File: config.mk
export PLATFORM = sky130hd
export DESIGN_NAME = checkout_accumulator
export DESIGN_NICKNAME = d
export VERILOG_FILES = /design/src/rtl/scale_pkg.sv /design/src/rtl/bin2bcd_seq.sv /design/src/rtl/checkout_accumulator.sv
export SDC_FILE = /design/constraint.sdc
export NUM_CORES = 1
export LEC_CHECK = 0
export ABC_AREA = 0
export BUFFER_PORTS_ARGS = -buffer_cell sky130_fd_sc_hd__buf_2
export CAP_MARGIN = 20
export CORE_MARGIN = 1.5
export CORE_UTILIZATION = 25
export CTS_BUF_LIST = sky130_fd_sc_hd__clkbuf_8
export DETAILED_ROUTE_END_ITERATION = 6
export PLACE_DENSITY = 0.44
export RECOVER_POWER = 100
export SYNTH_ARGS = -nofsm -noshare
export SYNTH_HDL_FRONTEND = slang
export SYNTH_SLANG_ARGS = --single-unit
File: constraint.sdc
create_clock -name clk100mhz -period 4.4 [get_ports clk100mhz]
set_input_delay 1.32 -clock clk100mhz [delete_from_list [all_inputs] [get_ports clk100mhz]]
set_output_delay 1.32 -clock clk100mhz [all_outputs]
set_load 0.03 [all_outputs]
File: src/rtl/scale_pkg.sv
// Shared types and default constants for the checkout accumulator and its BCD converter.
package scale_pkg;

    localparam int unsigned DEF_W_WT   = 4;
    localparam int unsigned DEF_W_PR   = 4;
    localparam int unsigned DEF_SUM_W  = 16;
    localparam int unsigned DEF_DEPTH  = 8;
    localparam int unsigned DEF_DIGITS = 5;

    typedef logic [3:0] bcd_digit_t;

    typedef enum logic [1:0] {
        StIdle,
        StLoad,
        StShift,
        StDone
    } bcd_state_t;

    // Double-dabble correction: a digit of 5 or more would overflow past 9 when doubled.
    function automatic bcd_digit_t add3(input bcd_digit_t d);
        return (d >= 4'd5) ? bcd_digit_t'(d + 4'd3) : d;
    endfunction

endpackage

File: src/rtl/bin2bcd_seq.sv
// Sequential binary-to-packed-BCD converter (shift-add-3), restarting whenever the input changes.
module bin2bcd_seq
    import scale_pkg::*;
#(
    parameter int unsigned SUM_W  = DEF_SUM_W,
    parameter int unsigned DIGITS = DEF_DIGITS
) (
    input  logic                  clk100mhz,
    input  logic                  reset,
    input  logic [SUM_W-1:0]      bin,
    output logic [4*DIGITS-1:0]   bcd,
    output logic                  valid
);

    localparam int unsigned IW = $clog2(SUM_W + 1);

    bcd_state_t          state_q, state_d;
    logic [SUM_W-1:0]    last_q, last_d;    // value of bin captured at the last LOAD
    logic [SUM_W-1:0]    shift_q, shift_d;
    logic [4*DIGITS-1:0] dig_q, dig_d;
    logic [4*DIGITS-1:0] bcd_q, bcd_d;
    logic [IW-1:0]       iter_q, iter_d;
    logic [4*DIGITS-1:0] adj;
    logic                changed;

    // Add-3 correction applied to every digit before each shift.
    always_comb begin
        adj = '0;
        for (int i = 0; i < DIGITS; i++) begin
            adj[4*i +: 4] = add3(dig_q[4*i +: 4]);
        end
    end

    // Next-state and datapath control for the conversion FSM.
    always_comb begin
        state_d = state_q;
        last_d  = last_q;
        shift_d = shift_q;
        dig_d   = dig_q;
        bcd_d   = bcd_q;
        iter_d  = iter_q;
        changed = (bin != last_q);
        unique case (state_q)
            StIdle: begin
                if (changed) state_d = StLoad;
            end
            StLoad: begin
                last_d  = bin;
                shift_d = bin;
                dig_d   = '0;
                iter_d  = '0;
                state_d = StShift;
            end
            StShift: begin
                if (changed) begin
                    state_d = StLoad;
                end else begin
                    {dig_d, shift_d} = {adj, shift_q} << 1;
                    iter_d = iter_q + 1'b1;
                    if (iter_q == IW'(SUM_W - 1)) state_d = StDone;
                end
            end
            StDone: begin
                if (changed) begin
                    state_d = StLoad;
                end else begin
                    bcd_d   = dig_q;
                    state_d = StIdle;
                end
            end
            default: state_d = StIdle;
        endcase
    end

    // State and datapath registers; reset leaves a result consistent with a zero input.
    always_ff @(posedge clk100mhz or posedge reset) begin
        if (reset) begin
            state_q <= StIdle;
            last_q  <= '0;
            shift_q <= '0;
            dig_q   <= '0;
            bcd_q   <= '0;
            iter_q  <= '0;
        end else begin
            state_q <= state_d;
            last_q  <= last_d;
            shift_q <= shift_d;
            dig_q   <= dig_d;
            bcd_q   <= bcd_d;
            iter_q  <= iter_d;
        end
    end

    assign bcd   = bcd_q;
    assign valid = (state_q == StIdle);

endmodule

File: src/rtl/checkout_accumulator.sv
// Weigh-and-price accumulator: product register, undoable item history, running total and BCD view.
module checkout_accumulator
    import scale_pkg::*;
#(
    parameter int unsigned W_WT   = DEF_W_WT,
    parameter int unsigned W_PR   = DEF_W_PR,
    parameter int unsigned SUM_W  = DEF_SUM_W,
    parameter int unsigned DEPTH  = DEF_DEPTH,
    parameter int unsigned DIGITS = DEF_DIGITS
) (
    input  logic                         clk100mhz,
    input  logic                         reset,
    input  logic [W_WT-1:0]              weight,
    input  logic [W_PR-1:0]              price,
    input  logic                         add,
    input  logic                         undo,
    input  logic                         clear,
    output logic [W_WT+W_PR-1:0]         single,
    output logic [SUM_W-1:0]             sum,
    output logic [$clog2(DEPTH+1)-1:0]   count,
    output logic [4*DIGITS-1:0]          sum_bcd,
    output logic                         bcd_valid,
    output logic                         reject
);

    localparam int unsigned PW    = W_WT + W_PR;
    localparam int unsigned CW    = $clog2(DEPTH + 1);
    localparam int unsigned IDX_W = (DEPTH > 1) ? $clog2(DEPTH) : 1;

    logic [PW-1:0]    single_q;
    logic [PW-1:0]    hist_q [DEPTH];
    logic [SUM_W-1:0] sum_q, sum_d;
    logic [CW-1:0]    count_q, count_d;
    logic             reject_q, reject_d;
    logic             push;
    logic [IDX_W-1:0] push_idx, top_idx;
    logic [SUM_W:0]   add_total;

    // Product register, full width so no product is ever truncated.
    always_ff @(posedge clk100mhz or posedge reset) begin
        if (reset) single_q <= '0;
        else       single_q <= PW'(weight) * PW'(price);
    end

    assign push_idx = IDX_W'(count_q);
    // Garbage when count is 0, but only used on the non-empty undo path.
    assign top_idx  = IDX_W'(count_q - CW'(1));
    // One extra bit exposes overflow of the running total.
    assign add_total = {1'b0, sum_q} + {{(SUM_W + 1 - PW){1'b0}}, single_q};

    // Request arbitration: clear beats undo beats add; losers are dropped without reject.
    always_comb begin
        sum_d    = sum_q;
        count_d  = count_q;
        reject_d = 1'b0;
        push     = 1'b0;
        if (clear) begin
            sum_d   = '0;
            count_d = '0;
        end else if (undo) begin
            if (count_q != '0) begin
                sum_d   = sum_q - SUM_W'(hist_q[top_idx]);
                count_d = count_q - CW'(1);
            end else begin
                reject_d = 1'b1;
            end
        end else if (add) begin
            if (count_q == CW'(DEPTH) || add_total[SUM_W]) begin
                reject_d = 1'b1;
            end else begin
                push    = 1'b1;
                sum_d   = add_total[SUM_W-1:0];
                count_d = count_q + CW'(1);
            end
        end
    end

    // Accumulator state and the one-cycle reject pulse.
    always_ff @(posedge clk100mhz or posedge reset) begin
        if (reset) begin
            sum_q    <= '0;
            count_q  <= '0;
            reject_q <= 1'b0;
        end else begin
            sum_q    <= sum_d;
            count_q  <= count_d;
            reject_q <= reject_d;
        end
    end

    // LIFO history; entries above count are stale and never read.
    always_ff @(posedge clk100mhz) begin
        if (push) hist_q[push_idx] <= single_q;
    end

    bin2bcd_seq #(
        .SUM_W  (SUM_W),
        .DIGITS (DIGITS)
    ) u_bin2bcd (
        .clk100mhz (clk100mhz),
        .reset     (reset),
        .bin       (sum_q),
        .bcd       (sum_bcd),
        .valid     (bcd_valid)
    );

    assign single = single_q;
    assign sum    = sum_q;
    assign count  = count_q;
    assign reject = reject_q;

endmodule
==> impl_metrics.ini, run 1 <==
[pwr]
powerDensity_nw_per_um2 = 553
p_clk_share_pct = 19.8
swShare_pct = 41.0
power.internal_mw = 3.29
total_power_mw = 5.57
seq_power_share_pct = 39.2
ir_worst_vdd_mv = 0.270
pwr-share-comb_pct = 41.0
p_sw_mw = 2.28
leakage_nw = 4.01

[floorplan]
ios = 63
coreArea_um2 = 34800
die_area_um2 = 36800
std_cell_rows = 68
dieHeight_um = 192
start_util_pct = 25.6
die_w_um = 192

[logic_synthesis]
ys_warn_count = 0
synth_cells = 745
synth_edf_count = 64
netlist_area_um2 = 8900
syn-num-nets = 810
ys_types = 57
ys.flop_type = dfrtp_1
async_flop_share_pct = 62.8
synth-seq-cells = 172
synth.avg_cell_area_um2 = 12.0
ys_seq_area_share_pct = 51.9

[critical_path]
cp-start-kind = flop
reg2reg_depth = 12
cp-end-kind = flop
critPathRequiredTime_ns = 4.77
cp_max_fo = 11
arrival_ns = 4.24
crit_type = flop to flop

[grt]
grt_pass1_wl_mm = 33.9
grt_antenna_before_repair = 0
grt_pass1_vias = 6050
grt_max_degree = 96
grtUsageTotal_pct = 11.9
overflow = 0

[placed_design]
dp_hpwl_mm = 14.7
portBuffers = 62
gp_congestion = 0.773

[clock_tree]
insertion_delay_ns = 0.48
cts_tree = built
cts_resized = 0
cts_root_buffer = clkbuf_8
cts_setup_buffers = 0
numCtsBuffers = 17
htree_levels = 4
hold_buffers = 0
clkSinkCount = 172
clkTransAtPathRegs_ns = 0.11
clk_path_buf_depth = 2

[sta]
slew_violations = 159
fin_setup_tns_ns = 0
whs_ns = 0.489
hold_viol = 0
fin_worst_skew_ns = 0.0247
fmax_ghz = 0.259
min_period_ns = 3.87
finalSetupViolCount = 0
max-slew-margin-rel_pct = -49.7
worst_pin_slew_ns = 2.25
rsz0062_at_grt = false
fin_crit_sh_pct = 87.9

[final_layout]
postLayoutCoreUtil_pct = 28.9
fillers = 3607
drive_gt1_share_pct = 13.8
nets = 877
area_delta_synth_final_pct = 13.0
antenna_cells = 0

[drt]
drtIter0Drc = 368
topRoutingLayerUsed = met4
routed_wl_mm = 20.8
dr_wl_met2_mm = 10.1
met1_length_mm = 9.75
vias = 5893
met3_length_um = 633
antenna_left = 0
viasPerCell = 4.60
wl_per_cell_um = 16.3
route.detailed.drc = 0
drt_first_pass_iters = 4

[min_path]
min_path_cells = 2
min_path_type = flop to flop

[run_status]
status = finished with violations
violations = capacitance limit, slew limit

[job]
cap_violations = 3
==> placed cells by master, fill, tap and decap left out, drive strengths merged, types with 16 or more instances in the layout <==
cell	count
dfrtp	108
clkbuf	80
edfxtp	64
nand2	56
ha	46
mux2	42
o21ai	41
inv	39
a21oi	38
xnor2	29
nor2	28
mux2i	25
buf	22
mux4	16
==> cell usage after synthesis, drive strengths merged (3+ instances only) <==
| cell type | number | area share (%) |
|---|---|---|
| or3 | 6 | 0.42 |
| nand2 | 56 | 2.4 |
| nor2b | 9 | 0.63 |
| nand3 | 10 | 0.56 |
| o31ai | 8 | 0.67 |
| a31oi | 7 | 0.49 |
| mux2 | 42 | 5.3 |
| and2 | 14 | 0.98 |
| o21ai | 41 | 2.3 |
| a32o | 6 | 0.67 |
| ha | 46 | 6.5 |
| nor4 | 14 | 0.98 |
| xor2 | 14 | 1.4 |
| edfxtp | 64 | 22 |
| clkbuf | 25 | 1.1 |
| a211oi | 9 | 0.76 |
| o211ai | 5 | 0.48 |
| nor3b | 3 | 0.25 |
| xnor2 | 29 | 2.9 |
| nor3 | 5 | 0.28 |
| nand4 | 7 | 0.49 |
| o22ai | 10 | 0.70 |
| nand2b | 9 | 0.63 |
| nor2 | 28 | 1.2 |
| buf | 12 | 0.77 |
| mux2i | 25 | 2.8 |
| inv | 33 | 1.4 |
| mux4 | 16 | 4.0 |
| a21oi | 38 | 2.1 |
| fa | 6 | 1.3 |
| a22o | 3 | 0.30 |
| a21o | 11 | 0.93 |
| dfrtp | 108 | 30 |
| and3 | 4 | 0.28 |
==> final timing paths <==
kind                                 startpoint              endpoint  slack [ns]
setup / recovery                       count[1]               sum[14]        0.53
hold / removal             u_bin2bcd.shift_q[3]  u_bin2bcd.shift_q[3]        0.49
setup reg to reg                       count[1]               sum[14]        0.53
hold reg to reg            u_bin2bcd.shift_q[3]  u_bin2bcd.shift_q[3]        0.49
max in group asynchronous                 reset     u_bin2bcd.bcd[13]        0.88
min in group asynchronous                 reset  u_bin2bcd.shift_q[8]        0.91
==> cell type report <==
class	instances	area (µm²)	share of cell area, %
multi-input cells	503	3990	39.6
clock buffers	17	234	2.33
clock inverters	15	151	1.50
flip-flops and latches	172	4620	46.0
inverters	33	125	1.24
repair buffers	85	373	3.71
well taps	455	569	5.66
==> power groups by stage <==
stage	logic, mW	clock network, mW	registers [mW]
floorplan	1.62	0	2.27
global placement	2.37	0	2.22
detailed placement	2.37	0	2.22
CTS	2.38	1.16	2.19
global route	2.55	1.21	2.22
finish	2.28	1.10	2.18
==> flip-flops by register name, indices dropped and copies added (netlist names) <==
| register | cells |
|---|---|
| sum | 16 |
| u_bin2bcd.state_q | 2 |
| u_bin2bcd.dig_q | 20 |
| single | 8 |
| u_bin2bcd.shift_q | 16 |
| u_bin2bcd.last_q | 16 |
| u_bin2bcd.bcd | 20 |
| hist_q | 64 |
| count | 4 |
| reject | 1 |
| u_bin2bcd.iter_q | 5 |
==> critical path: stages, from the launching register on <==
cell	delay [ns]
dfrtp_1	0.43
inv_1	0.11
ha_1	0.61
clkbuf_1	0.29
mux4_2	0.35
mux2i_1	0.26
ha_1	0.32
a21oi_1	0.16
o21ai_0	0.19
nor3_1	0.35
o211ai_1	0.19
a21oi_1	0.17
mux2_1	0.33
==> metal layers <==
metal | vias up | track usage [%]
met1 | 2928 | 15.5
met2 | 84 | 19.9
li1 | 2859 | -
met5 | - | 0
met4 | 0 | 3.91
met3 | 22 | 2.17
==> per-stage QoR <==
| step | cells | setup WS [ns] | cell area (µm²) |
|---|---|---|---|
| final | 1280 | 0.534 | 10100 |
| after global routing | 1280 | 0.106 | 10100 |
| after CTS | 1280 | 0.520 | 10300 |
| after detailed placement | 1248 | 0.533 | 9870 |
| after global placement | 1248 | 0.569 | 9870 |
| after floorplan | 745 | 0.196 | 8900 |
==> cells by family (layout without fill, tap and decap cells) <==
kind of cell | after synthesis | count (layout) | share of synthesized area (%)
fa+ha+maj | 52 | 52 | 7.81
xor+xnor | 43 | 43 | 4.23
mux | 83 | 83 | 12.2
buf+inv | 70 | 150 | 3.22
compound gates | 150 | 150 | 10.6
flops | 172 | 172 | 51.9
simple gates | 175 | 175 | 10.0
Note: power is estimated with default switching activity, not from simulation.
==> run 2, diff against run 1 <==
--- a/config.mk
+++ b/config.mk
@@ -16,4 +16,5 @@
 export RECOVER_POWER = 100
 export SYNTH_ARGS = -nofsm -noshare
 export SYNTH_HDL_FRONTEND = slang
+export SYNTH_HIERARCHICAL = 1
 export SYNTH_SLANG_ARGS = --single-unit
==> impl_metrics.ini, run 2 <==
[run_status]
status = finished with violations
violations = DRC, capacitance limit, slew limit

[final_layout]
largest_register_ffs = 64
antenna_cells = 0
postLayoutCoreUtil_pct = 28.9
area_delta_synth_final_pct = 12.8
layout_commonest_cell = dfrtp_1
drive_gt1_share_pct = 9.34
final_cell_area_um2 = 10300
final_cell_mix = dfrtp_1 (108), nand2_1 (96), clkbuf_1 (65)
regMostFlops = hist_q
nets = 930
fillers = 3771

[drt]
drt_first_pass_iters = 7
routed_wl_mm = 22.7
wl_per_cell_um = 16.9
route.detailed.drc = 1
vias = 6324
drtIter0Drc = 419
viasPerCell = 4.72
antenna_left = 0

[logic_synthesis]
synthSimpleGateAreaFrac_pct = 12.6
synth_edf_count = 64
synth-seq-cells = 172
synth_xor_area_share_pct = 3.55
ys_seq_area_share_pct = 50.6
synth.avg_cell_area_um2 = 11.4
ys.flop_type = dfrtp_1
ys_top_cells_by_area = dfrtp_1 (30%), edfxtp_1 (21%), ha_1 (6.3%)
synth_cells = 799
syn-num-nets = 864
async_flop_share_pct = 62.8
synth_compound_area_share_pct = 13.6
ys_warn_count = 6
yosysMostFrequentCell = dfrtp_1
netlist_area_um2 = 9140
synth_top_area_share_pct = 29.6
yosysTopAreaCell = dfrtp_1
synthMuxAreaShare_pct = 8.66
synth_top_family_by_area = compound AO/OA/AOI/OAI gates
synth_fa_ha_area_share_pct = 7.61
ys_types = 69
synthTopCellsByCount = dfrtp_1 (108), nand2_1 (96), edfxtp_1 (64)

[placed_design]
dp_hpwl_mm = 15.9
portBuffers = 62
place_area_um2 = 10000
gp_congestion = 0.730

[critical_path]
cpMaxStageDelayCell = ha_1
crit_type = flop to flop
worstReg2RegEnd = sum[14]
cp-end-kind = flop
rr_startpoint = count[1]
worst-r2r-setup-slack_ns = 0.53
cp-start-kind = flop
worstPathCellList = inv_1 -> ha_1 -> clkbuf_1 -> mux4_2 -> mux2i_1 -> ha_1 -> a21o_1 -> a21oi_1 -> nor2_1 -> nor3_1 -> a32oi_1 -> or3_1 -> a21oi_1
critPathRequiredTime_ns = 4.79
cp_max_fo = 10
arrival_ns = 4.26
max_stage_delay_ns = 0.63
reg2reg_depth = 13

[sta]
worst_pin_slew_ns = 2.03
fin_setup_tns_ns = 0
max-slew-margin-rel_pct = -35.2
rsz0062_at_grt = false
min_period_ns = 3.87
finalSetupViolCount = 0
fin_crit_sh_pct = 87.9
slew_violations = 135
fmax_ghz = 0.259
fin_worst_skew_ns = 0.0180
hold_viol = 0

[min_path]
whs_endpoint = u_bin2bcd/bcd[2]
min_path_type = flop to flop
hold_start = u_bin2bcd/bcd[2]
min_path_cells = 1

[clock_tree]
cts_tree = built
clkSinkCount = 172
cts_setup_buffers = 0
cts_root_buffer = clkbuf_8
cts_resized = 0
clk_path_buf_depth = 2
clkTransAtPathRegs_ns = 0.09
hold_buffers = 0
insertion_delay_ns = 0.47
htree_levels = 4
numCtsBuffers = 17

[pwr]
powerDensity_nw_per_um2 = 596
ir_worst_vdd_mv = 0.210
leakage_nw = 4.41

[floorplan]
std_cell_rows = 69
start_util_pct = 25.6
die_w_um = 194
die_area_um2 = 37700
dieHeight_um = 194
ios = 63
coreArea_um2 = 35700

[grt]
grt_max_degree = 44
grt_pass1_wl_mm = 37.2
grtUsageTotal_pct = 12.5
grt_antenna_before_repair = 0
grt_pass1_vias = 6484
overflow = 0

[job]
cap_violations = 4
==> run 2: cell types whose count changed after synthesis, sizes merged, moves of 7 or more <==
cell | before | now
a211o | 1 | 8
a31o | 0 | 14
mux2 | 42 | 25
mux2i | 25 | 15
nand2 | 56 | 96
nor2 | 28 | 38
nor3 | 5 | 28
nor4 | 14 | 4
o21ai | 41 | 21
xnor2 | 29 | 15
xor2 | 14 | 22
==> run 2: routing by layer <==
| metal | vias up | global-route usage [%] | share of wire (%) |
|---|---|---|---|
| met5 | - | 0 | 0 |
| met4 | 0 | 3.70 | 0.99 |
| li1 | 3072 | - | - |
| met2 | 70 | 18.3 | 43 |
| met1 | 3170 | 18.7 | 53 |
| met3 | 12 | 2.19 | 2.3 |
==> run 2: worst max-delay path: cells and delay by family (launching register included) <==
| kind | cells | cell delay (ns) |
|---|---|---|
| buffers and inverters | 2 | 0.40 |
| flip-flops | 1 | 0.48 |
| multiplexers | 2 | 0.59 |
| AND/OR/NAND/NOR | 3 | 0.74 |
| AO/OA/AOI/OAI | 4 | 0.64 |
| adder cells (fa/ha/maj) | 2 | 0.94 |
==> run 2: layout make-up <==
| cell class | instances | area [µm²] | area share, % |
|---|---|---|---|
| Sequential cell | 172 | 4620 | 44.8 |
| Multi-Input combinational cell | 556 | 4190 | 40.6 |
| Tap cell | 461 | 577 | 5.59 |
| Timing Repair Buffer | 88 | 384 | 3.72 |
| Clock buffer | 23 | 317 | 3.07 |
| Inverter | 30 | 114 | 1.10 |
| Clock inverter | 9 | 109 | 1.06 |
==> run 2: where the power goes <==
group	internal (mW)	total, mW	switching, mW
clock	0.597	1.18	0.582
sequential	1.92	2.24	0.324
combinational	1.12	2.73	1.60
total	3.64	6.15	2.51
==> run 2: logic make-up after synthesis <==
group / count (synthesis)
simple gates: 238
compound gates: 173
flops: 172
buf+inv: 71
mux: 56
fa+ha+maj: 52
xor+xnor: 37
==> run 2: how the worst max path moves through the flow <==
stage                    to  startpoint  cells past startpoint
floorplan           sum[13]    count[0]                     15
global placement    sum[14]    count[1]                     13
detailed placement  sum[14]    count[1]                     13
CTS                 sum[14]    count[1]                     13
global route        sum[14]    count[1]                     13
finish              sum[14]    count[1]                     13
==> run 2: stage by stage <==
step	power (mW)	hold WS [ns]	instances	worst slack, ns
2_1_floorplan	4.29	0.459	799	0.415
3_3_place_gp	5.08	0.465	1307	0.605
3_5_place_dp	5.09	0.469	1307	0.592
4_1_cts	6.29	0.491	1339	0.586
5_1_grt	6.63	0.511	1339	0.235
6_report	6.15	0.492	1339	0.534
==> run 3, diff against run 2 <==
--- a/config.mk
+++ b/config.mk
@@ -9,11 +9,10 @@
 export BUFFER_PORTS_ARGS = -buffer_cell sky130_fd_sc_hd__buf_2
 export CAP_MARGIN = 20
 export CORE_MARGIN = 1.5
-export CORE_UTILIZATION = 25
+export CORE_UTILIZATION = 50
 export CTS_BUF_LIST = sky130_fd_sc_hd__clkbuf_8
 export DETAILED_ROUTE_END_ITERATION = 6
-export PLACE_DENSITY = 0.44
-export RECOVER_POWER = 100
+export PLACE_DENSITY = 0.74
 export SYNTH_ARGS = -nofsm -noshare
 export SYNTH_HDL_FRONTEND = slang
 export SYNTH_HIERARCHICAL = 1
==> constraint.sdc (replaced) <==
create_clock -name clk100mhz -period 3.28 [get_ports clk100mhz]
set_input_delay 0.984 -clock clk100mhz [delete_from_list [all_inputs] [get_ports clk100mhz]]
set_output_delay 0.984 -clock clk100mhz [all_outputs]
set_load 0.03 [all_outputs]
==> impl_metrics.ini, run 3 (synthesis results as in run 2) <==
[floorplan]
die_w_um = 138
die_area_um2 = 19100
std_cell_rows = 49
ios = 63
start_util_pct = 50.9
dieHeight_um = 138
coreArea_um2 = 18000

[drt]
vias = 6552
drtIter0Drc = 525
routed_wl_mm = 20.8
drt_first_pass_iters = 7
antenna_left = 0
wl_per_cell_um = 18.2
route.detailed.drc = 0
viasPerCell = 5.73

[pwr]
powerDensity_nw_per_um2 = 865
leakage_nw = 4.86
ir_worst_vdd_mv = 0.781

[sta]
fmax_ghz = 0.310
slew_violations = 0
min_period_ns = 3.22
max-slew-margin-rel_pct = 37.8
fin_crit_sh_pct = 98.3
worst_pin_slew_ns = 0.933
finalSetupViolCount = 0
rsz0062_at_grt = true
hold_viol = 0
fin_worst_skew_ns = 0.00787

[final_layout]
antenna_cells = 0
postLayoutCoreUtil_pct = 59.1
drive_gt1_share_pct = 23.1
seq_area_um2 = 4630
final_cell_mix = dfrtp_1 (106), nand2_1 (96), edfxtp_1 (64)
area_delta_synth_final_pct = 16.2
multi_input_area_um2 = 4330
largest_register_ffs = 64
fillers = 1412
layout_commonest_cell = dfrtp_1
final_cell_area_um2 = 10600
regMostFlops = hist_q
nets = 966

[grt]
grtUsageTotal_pct = 22.4
grt_pass1_vias = 6389
grt_max_degree = 49
grt_antenna_before_repair = 0
grt_pass1_wl_mm = 33.9
overflow = 0

[critical_path]
critPathRequiredTime_ns = 3.46
cp-end-kind = flop
rr_startpoint = single[0]
worstPathCellList = ha_1 -> fa_1 -> a21o_1 -> a21oi_2 -> o22ai_2 -> a22o_1 -> or4_1 -> nor3_2 -> buf_4
cp-start-kind = flop
cp_max_fo = 8
crit_type = flop to flop
arrival_ns = 3.40
crit_family = compound AO/OA/AOI/OAI gates
startpoint = single[0]
path_buf_inv = 1
max_stage_delay_ns = 0.60
cpMaxStageDelayCell = or4_1

[placed_design]
dp_hpwl_mm = 14.0
place_area_um2 = 10000
gp_congestion = 0.894
portBuffers = 62

[min_path]
hold_start = u_bin2bcd/bcd[16]
min_path_type = flop to flop

[clock_tree]
clkSinkCount = 172
hold_buffers = 0
htree_levels = 4
clkTransAtPathRegs_ns = 0.09
insertion_delay_ns = 0.47
clk_path_buf_depth = 2
cts_tree = built
cts_root_buffer = clkbuf_8
numCtsBuffers = 17

[job]
cap_violations = 0

[run_status]
status = completed
run 3: cell types whose count changed in the layout (fill, tap and decap cells not counted), sizes merged:
cell      before  now
buf           21  123
inv           31   36
bufinv         2    3
clkinv         5    4
clkbuf        90   18
clkinvlp       1    2
run 3: cell type report:
cell class	count	area share, %
flip-flops and latches	172	43.6
clock buffers	17	2.20
well taps	229	2.70
inverters	30	1.10
clock inverters	15	1.77
repair buffers	124	7.89
multi-input cells	556	40.8
run 3: metal layers:
metal	vias up	track usage [%]	wire [µm]
met5	-	0	0
met4	0	6.59	304
met3	21	4.02	1010
met2	186	34.2	9690
met1	3212	32.9	9780
li1	3133	-	-
run 3: path summary, 6_finish.rpt:
| kind | end | slack, ns | cells past startpoint |
|---|---|---|---|
| min reg2reg | u_bin2bcd/bcd[16] | 0.49 | 1 |
| min in group asynchronous | u_bin2bcd/bcd[5] | 0.54 | 2 |
| max | hist_q[1][6] | 0.06 | 9 |
| max in group asynchronous | count[1] | 1.94 | 3 |
| min | u_bin2bcd/bcd[16] | 0.49 | 1 |
| max reg2reg | hist_q[1][6] | 0.06 | 9 |
run 3: power breakdown:
group | total, mW | switching (mW) | internal [mW]
Combinational | 4.67 | 2.53 | 2.14
Sequential | 2.93 | 0.355 | 2.58
Clock | 1.58 | 0.813 | 0.769
run 3: what timing repair did:
item	CTS	global route
cloned	0	1
gates resized for setup	0	25
pin swaps	1	10
endpoints found under the setup margin	2	74
buffers inserted	3	6
run 3: metrics by stage:
step	worst slack (ns)	hold WS [ns]	TNS [ns]	total power, mW	cells
finish	0.0561	0.485	0	9.19	1143
global route	-0.0441	0.512	-0.0899	9.80	1143
CTS	0.00473	0.491	0	8.75	1136
detailed placement	-0.103	0.469	-0.138	7.10	1101
global placement	-0.0684	0.464	-0.0684	7.01	1101
floorplan	-0.0571	0.459	-2.96	5.87	799
